===== config.mk =====
export PLATFORM = sky130hd
export DESIGN_NAME = keypad_scan_ctrl
export DESIGN_NICKNAME = d
export VERILOG_FILES = /design/src/rtl/keypad_pkg.sv /design/src/rtl/kp_row_sync.sv /design/src/rtl/keypad_scan_ctrl.sv
export SDC_FILE = /design/constraint.sdc
export NUM_CORES = 1
export LEC_CHECK = 0
export CAP_MARGIN = 15
export CORE_AREA = 5 5 93 74
export DETAILED_ROUTE_END_ITERATION = 10
export DIE_AREA = 0 0 98 79
export GPL_ROUTABILITY_DRIVEN = 0
export PLACE_DENSITY = 0.54
export SETUP_SLACK_MARGIN = 0.15
export SLEW_MARGIN = 30
export SYNTH_ARGS = -nofsm -noshare
export SYNTH_HDL_FRONTEND = slang
export SYNTH_HIERARCHICAL = 1
export SYNTH_SLANG_ARGS = --single-unit

===== constraint.sdc =====
create_clock -name clk -period 6.94 [get_ports clk]
set_input_delay 2.082 -clock clk [delete_from_list [all_inputs] [get_ports clk]]
set_output_delay 2.082 -clock clk [all_outputs]
set_load 0.01 [all_outputs]

===== src/rtl/keypad_pkg.sv =====
// Shared definitions for the 4x4 keypad scanner: state encoding, key map and
// helpers for decoding a sampled row pattern.
package keypad_pkg;

    localparam logic [1:0] ST_SCAN     = 2'd0;
    localparam logic [1:0] ST_DEBOUNCE = 2'd1;
    localparam logic [1:0] ST_HELD     = 2'd2;

    typedef enum logic [1:0] {
        KP_SCAN     = 2'd0,
        KP_DEBOUNCE = 2'd1,
        KP_HELD     = 2'd2
    } kp_state_e;

    // Row-major: index = {row, col}
    localparam logic [7:0] KEYMAP [16] = '{
        8'h31, 8'h32, 8'h33, 8'h41,
        8'h34, 8'h35, 8'h36, 8'h42,
        8'h37, 8'h38, 8'h39, 8'h43,
        8'h2A, 8'h30, 8'h23, 8'h44
    };

    function automatic logic [7:0] key_ascii(input logic [1:0] row, input logic [1:0] col);
        return KEYMAP[{row, col}];
    endfunction

    function automatic logic single_low(input logic [3:0] rows);
        return $onehot(~rows);
    endfunction

    function automatic logic [1:0] low_index(input logic [3:0] rows);
        logic [1:0] idx;
        idx = 2'd0;
        for (int i = 3; i >= 0; i--) begin
            if (!rows[i]) idx = i[1:0];
        end
        return idx;
    endfunction

endpackage


===== src/rtl/kp_row_sync.sv =====
// Two-flop synchronizer for the asynchronous keypad row inputs; idles high
// (no key) out of reset.
module kp_row_sync (
    input  logic       clk,
    input  logic       rst,
    input  logic [3:0] row_in,
    output logic [3:0] row_sync
);

    logic [3:0] meta_q, meta_d;
    logic [3:0] sync_q, sync_d;

    always_comb begin
        meta_d = row_in;
        sync_d = meta_q;
    end

    always_ff @(posedge clk) begin
        if (rst) begin
            meta_q <= 4'hF;
            sync_q <= 4'hF;
        end else begin
            meta_q <= meta_d;
            sync_q <= sync_d;
        end
    end

    assign row_sync = sync_q;

endmodule


===== src/rtl/keypad_scan_ctrl.sv =====
// 4x4 active-low keypad scanner: column ring, per-slot row sampling, debounce
// FSM and a one-entry ASCII output buffer with valid/ready handshake.
module keypad_scan_ctrl
    import keypad_pkg::*;
#(
    parameter int SCAN_DIV     = 1000,
    parameter int DEBOUNCE_CNT = 4
) (
    input  logic       clk,
    input  logic       rst,
    input  logic [3:0] row_in,
    output logic [3:0] col_out,
    output logic       key_valid,
    output logic [7:0] key_code,
    input  logic       key_ready,
    output logic       key_pressed,
    output logic       overflow,
    input  logic       clr_ovf,
    output kp_state_e  dbg_state
);

    // Handshake: a key transfers on any cycle where key_valid & key_ready are both
    // high; key_valid/key_code never change while waiting for key_ready.

    localparam int SW = (SCAN_DIV > 1) ? $clog2(SCAN_DIV) : 1;
    localparam int CW = (DEBOUNCE_CNT > 0) ? $clog2(DEBOUNCE_CNT + 1) : 1;
    localparam logic [SW-1:0] SLOT_LAST = SW'(SCAN_DIV - 1);
    localparam logic [CW-1:0] DB_LIMIT  = CW'(DEBOUNCE_CNT);

    logic [3:0]    row_sync;
    logic [SW-1:0] slot_q, slot_d;
    logic [1:0]    col_q, col_d;
    logic [1:0]    state_q, state_d;
    logic [1:0]    row_q, row_d;
    logic [CW-1:0] dbcnt_q, dbcnt_d;
    logic [CW-1:0] relcnt_q, relcnt_d;
    logic          key_valid_q, key_valid_d;
    logic [7:0]    key_code_q, key_code_d;
    logic          key_pressed_q, key_pressed_d;
    logic          overflow_q, overflow_d;

    logic          sample;
    logic          accept;
    logic          release_key;
    logic          pop;
    logic          ovf_set;
    logic [CW-1:0] dbcnt_inc;
    logic [CW-1:0] relcnt_inc;

    kp_row_sync u_row_sync (
        .clk      (clk),
        .rst      (rst),
        .row_in   (row_in),
        .row_sync (row_sync)
    );

    always_comb begin
        slot_d = (slot_q == SLOT_LAST) ? '0 : slot_q + SW'(1);
        sample = (slot_q == SLOT_LAST);
    end

    assign dbcnt_inc  = dbcnt_q + CW'(1);
    assign relcnt_inc = relcnt_q + CW'(1);

    always_comb begin
        state_d     = state_q;
        col_d       = col_q;
        row_d       = row_q;
        dbcnt_d     = dbcnt_q;
        relcnt_d    = relcnt_q;
        accept      = 1'b0;
        release_key = 1'b0;
        if (sample) begin
            case (state_q)
                ST_SCAN: begin
                    // Two or more rows low is a ghost pattern and is skipped like idle.
                    if (single_low(row_sync)) begin
                        row_d = low_index(row_sync);
                        if (DEBOUNCE_CNT == 1) begin
                            state_d  = ST_HELD;
                            accept   = 1'b1;
                            relcnt_d = '0;
                        end else begin
                            state_d = ST_DEBOUNCE;
                            dbcnt_d = CW'(1);
                        end
                    end else begin
                        col_d = col_q + 2'd1;
                    end
                end
                ST_DEBOUNCE: begin
                    if (row_sync == ~(4'b0001 << row_q)) begin
                        if (dbcnt_inc == DB_LIMIT) begin
                            state_d  = ST_HELD;
                            accept   = 1'b1;
                            dbcnt_d  = '0;
                            relcnt_d = '0;
                        end else begin
                            dbcnt_d = dbcnt_inc;
                        end
                    end else begin
                        state_d = ST_SCAN;
                        dbcnt_d = '0;
                        col_d   = col_q + 2'd1;
                    end
                end
                ST_HELD: begin
                    // Only the latched row matters; other keys are ignored until release.
                    if (row_sync[row_q]) begin
                        if (relcnt_inc == DB_LIMIT) begin
                            state_d     = ST_SCAN;
                            relcnt_d    = '0;
                            col_d       = col_q + 2'd1;
                            release_key = 1'b1;
                        end else begin
                            relcnt_d = relcnt_inc;
                        end
                    end else begin
                        relcnt_d = '0;
                    end
                end
                default: begin
                    state_d = ST_SCAN;
                    dbcnt_d = '0;
                    relcnt_d = '0;
                end
            endcase
        end
    end

    always_comb begin
        pop           = key_valid_q & key_ready;
        key_valid_d   = key_valid_q;
        key_code_d    = key_code_q;
        key_pressed_d = key_pressed_q;
        overflow_d    = overflow_q;
        ovf_set       = 1'b0;
        if (pop) key_valid_d = 1'b0;
        if (accept) begin
            key_pressed_d = 1'b1;
            // A pop on the same cycle frees the slot for the new key.
            if (!key_valid_q || pop) begin
                key_valid_d = 1'b1;
                key_code_d  = key_ascii(row_d, col_q);
            end else begin
                ovf_set = 1'b1;
            end
        end
        if (release_key) key_pressed_d = 1'b0;
        if (clr_ovf) overflow_d = 1'b0;
        if (ovf_set) overflow_d = 1'b1;
    end

    always_ff @(posedge clk) begin
        if (rst) begin
            slot_q        <= '0;
            col_q         <= 2'd0;
            state_q       <= ST_SCAN;
            row_q         <= 2'd0;
            dbcnt_q       <= '0;
            relcnt_q      <= '0;
            key_valid_q   <= 1'b0;
            key_code_q    <= 8'h00;
            key_pressed_q <= 1'b0;
            overflow_q    <= 1'b0;
        end else begin
            slot_q        <= slot_d;
            col_q         <= col_d;
            state_q       <= state_d;
            row_q         <= row_d;
            dbcnt_q       <= dbcnt_d;
            relcnt_q      <= relcnt_d;
            key_valid_q   <= key_valid_d;
            key_code_q    <= key_code_d;
            key_pressed_q <= key_pressed_d;
            overflow_q    <= overflow_d;
        end
    end

    assign col_out     = ~(4'b0001 << col_q);
    assign key_valid   = key_valid_q;
    assign key_code    = key_code_q;
    assign key_pressed = key_pressed_q;
    assign overflow    = overflow_q;
    assign dbg_state   = kp_state_e'(state_q);

endmodule


==> impl_results.md <==
- Run status: finished clean
- Fill count: 607
- Slew headroom: 54.2%
- Post-Synth Adder-Cell Area: 8.53%
- Most frequent CP cell: inv_1
- Simple-gate share of the synthesized area: 26.9%
- Clk pwr share: 38.4%
- Core Box Area: 5970 µm²
- Pint: 0.324 mW
- WP buf/inv: 3
- Main combinational cell family by area after synthesis: simple AND/OR/NAND/NOR gates
- Dpl hpwl: 3350 µm
- Final TNS setup: 0 ns
- Worst Hold Class: reg -> reg
- Die width: 98 µm
- Die Ht: 79 µm
- Count leader, synth: dfxtp_1
- H-tree depth: 2
- Routed vias/inst: 4.86
- Clock sinks: 40
- Final nets: 289
- Layout cells sized above 1: 7.84%
- Yosys top cell area share: 37.4%
- Worst-Margin Slew: 0.682 ns
- Final worst path period share: 55.7%
- Cell taking the most area after synthesis: dfxtp_1
- # diodes: 0
- Mapped Cells: 243
- Asr flop ratio synth: 0%
- First-pass GRT wire length: 7800 µm
- Post-CTS sizing: 0
- RSZ-0062 raised after global routing: no
- F_max: 259 MHz
- Synth top cells by count: dfxtp_1, nor2_1, nand2_1, a21oi_1, ha_1
- Pwr/cell area: 164 nW/µm²
- Slew Limit Fails: 0
- DRT iter0 DRCs: 46
- Hold slack: 0.406 ns
- Postcts setup bufs: 0
- Slowest cell on the critical path: clkdlybuf4s50_1
- Reg area: 801 µm²
- Io pins: 25
- Cell chain of the critical path: inv_1 -> ha_1 -> inv_1 -> clkdlybuf4s50_1
- Power Total: 0.417 mW
- Max cap viols: 0
- Crit-path max FO: 6
- GRT overflow: 0
- Total GRT Usage: 12.8%
- Root buf cell: clkbuf_8
- Final wirelength: 4520 µm
- Setup Skew: 0.00699 ns
- # hold bufs at CTS: 0
- Most used DFF post-synth: dfxtp_1
- Worst vdd ir: 0.0771 mV
- Endpoints failing setup: 0
- Remaining DRCs: 0
- Clock buffer depth: 2
- Vias in the first global route: 1,614
- Rows: 25
- Compound-Gate Fraction of Synth Area: 12.9%
- Type of the worst setup path: reg -> out
- EDFF count, synth: 0
- Synthesized area per cell: 8.82 µm²
- CP endpoint kind: output pin
- Setup crit start kind: flop
- Post-DP Area: 2450 µm²
- Worst EP arrival: 1.78 ns
- Yosys warnings: 6
- DR WL/cell: 13.0 µm
- #FFs+latches synth: 40
- DR vias: 1,695
- Synthesized area: 2140 µm²
- Comb power frac: 5.0%
- Worst-skew pair later-pin latency: 0.29 ns
- IO Port Bufs: 23
- Syn_nets: 265
- NetSw: 0.0922 mW
- Final Hold Violating Endpoints: 0
- CTS tree: done
- TritonCTS buffer count: 5
- Switching part of the total: 22.1%
- Post-synthesis xor/xnor area fraction: 3.68%
- Area of the multi-input gates: 1260 µm²
- Static Leak: 0.992 nW
- Detail Route Antenna Nets: 0
- Largest net degree at the start of global routing: 35
- Initial Util: 35.9%
- CP Data Required Time: 4.86 ns
- Register area share after synthesis: 37.4%
- Layout Area Growth over Synthesis: 18.6%
- DIE AREA: 7740 µm²
- Mux cell area share after synthesis: 6.83%
- Min Clock Period, post-route: 3.86 ns
- Fin area: 2540 µm²
- DR pass1 iterations: 4
- Synth area leaders: dfxtp_1, ha_1, nor2_1, mux2i_1, nand2_1
- Sequential share of power: 56.7%
- Crit path largest cell delay: 0.54 ns
- CP delay by family, top: buffers and inverters
- Clock transition at the registers of the reported paths: 0.08 ns
- Initial antenna violation count: 0
- Cell variety after synth: 49
-- stage by stage --
step / setup WS [ns] / instances / util (%)
5_1_grt: 2.97 / 349 / 42.5
6_report: 3.08 / 349 / 42.5
2_1_floorplan: 3.56 / 243 / -
3_3_place_gp: 3.31 / 341 / 41.0
4_1_cts: 3.05 / 349 / 42.5
3_5_place_dp: 3.25 / 341 / 41.0
-- final timing paths --
kind / depth (start not counted) / from / slack (ns) / endpoint
worst max register to register: 10 / u_row_sync/row_sync[0] / 3.26 / key_code[1]
worst min-delay path: 1 / u_row_sync/meta_q[3] / 0.41 / u_row_sync/row_sync[3]
worst max-delay path: 4 / col_q[0] / 3.08 / col_out[0]
worst min register to register: 1 / u_row_sync/meta_q[3] / 0.41 / u_row_sync/row_sync[3]
-- cell usage in the layout (no fill, tap or decap), types with 2 or more instances in the layout --
| cell type | count |
|---|---|
| a211oi_1 | 2 |
| nor2b_1 | 5 |
| xnor2_1 | 5 |
| mux2_2 | 3 |
| nor3_1 | 9 |
| ha_1 | 13 |
| clkdlybuf4s50_1 | 23 |
| nand2_1 | 22 |
| o21ai_0 | 5 |
| nand4_1 | 2 |
| nor2_1 | 30 |
| or3_1 | 8 |
| mux2i_1 | 9 |
| clkbuf_1 | 2 |
| nand3b_1 | 3 |
| and3_1 | 2 |
| clkbuf_8 | 6 |
| or3b_1 | 2 |
| nand3_1 | 6 |
| o2111ai_1 | 2 |
| a21oi_2 | 3 |
| o22ai_1 | 2 |
| dfxtp_1 | 40 |
| a21oi_1 | 14 |
| xor2_1 | 4 |
| or2_1 | 8 |
| inv_1 | 12 |
| nand2b_1 | 3 |
-- logic make-up (layout without fill, tap and decap cells) --
family / count (synthesis) / in the layout
AOI/OAI and AO/OA: 39 / 39
other: 1 / 1
muxes: 13 / 13
DFF: 40 / 40
adders and majority gates: 14 / 14
and+or+nand+nor: 108 / 108
xor gates and xnor gates: 9 / 9
buffers and inverters: 19 / 44
-- layer usage --
layer | up-vias | wire, µm | track usage (%)
li1 | 885 | - | -
met1 | 777 | 2330 | 16.7
met2 | 29 | 1930 | 19.1
met3 | 4 | 198 | 4.48
met4 | 0 | 62 | 5.53
met5 | - | 0 | 0
-- sequential cells by signal, summed over array words and instances, names as in the netlist --
signal and cells:
slot_q 10, key_valid 1, dbg_state 2, overflow 1, u_row_sync/row_sync 4, u_row_sync/meta_q 4
key_pressed 1, row_q 2, key_code 7, dbcnt_q 3, relcnt_q 3, col_q 2
-- power groups by stage --
stage                     registers, mW  clock network [mW]  logic [mW]
after floorplan                   0.241                   0      0.0142
after global placement            0.241                   0      0.0208
after detailed placement          0.241                   0      0.0210
after CTS                         0.236               0.168      0.0211
after global routing              0.237               0.180      0.0239
final                             0.236               0.160      0.0207
-- final cells by class --
cell class / instances / area share (%)
flip-flops and latches: 40 / 31.5
multi-input cells: 184 / 49.8
repair buffers: 24 / 9.36
clock buffers: 8 / 3.55
inverters: 12 / 1.77
well taps: 81 / 3.99
Power figures use the tool's default switching activity.
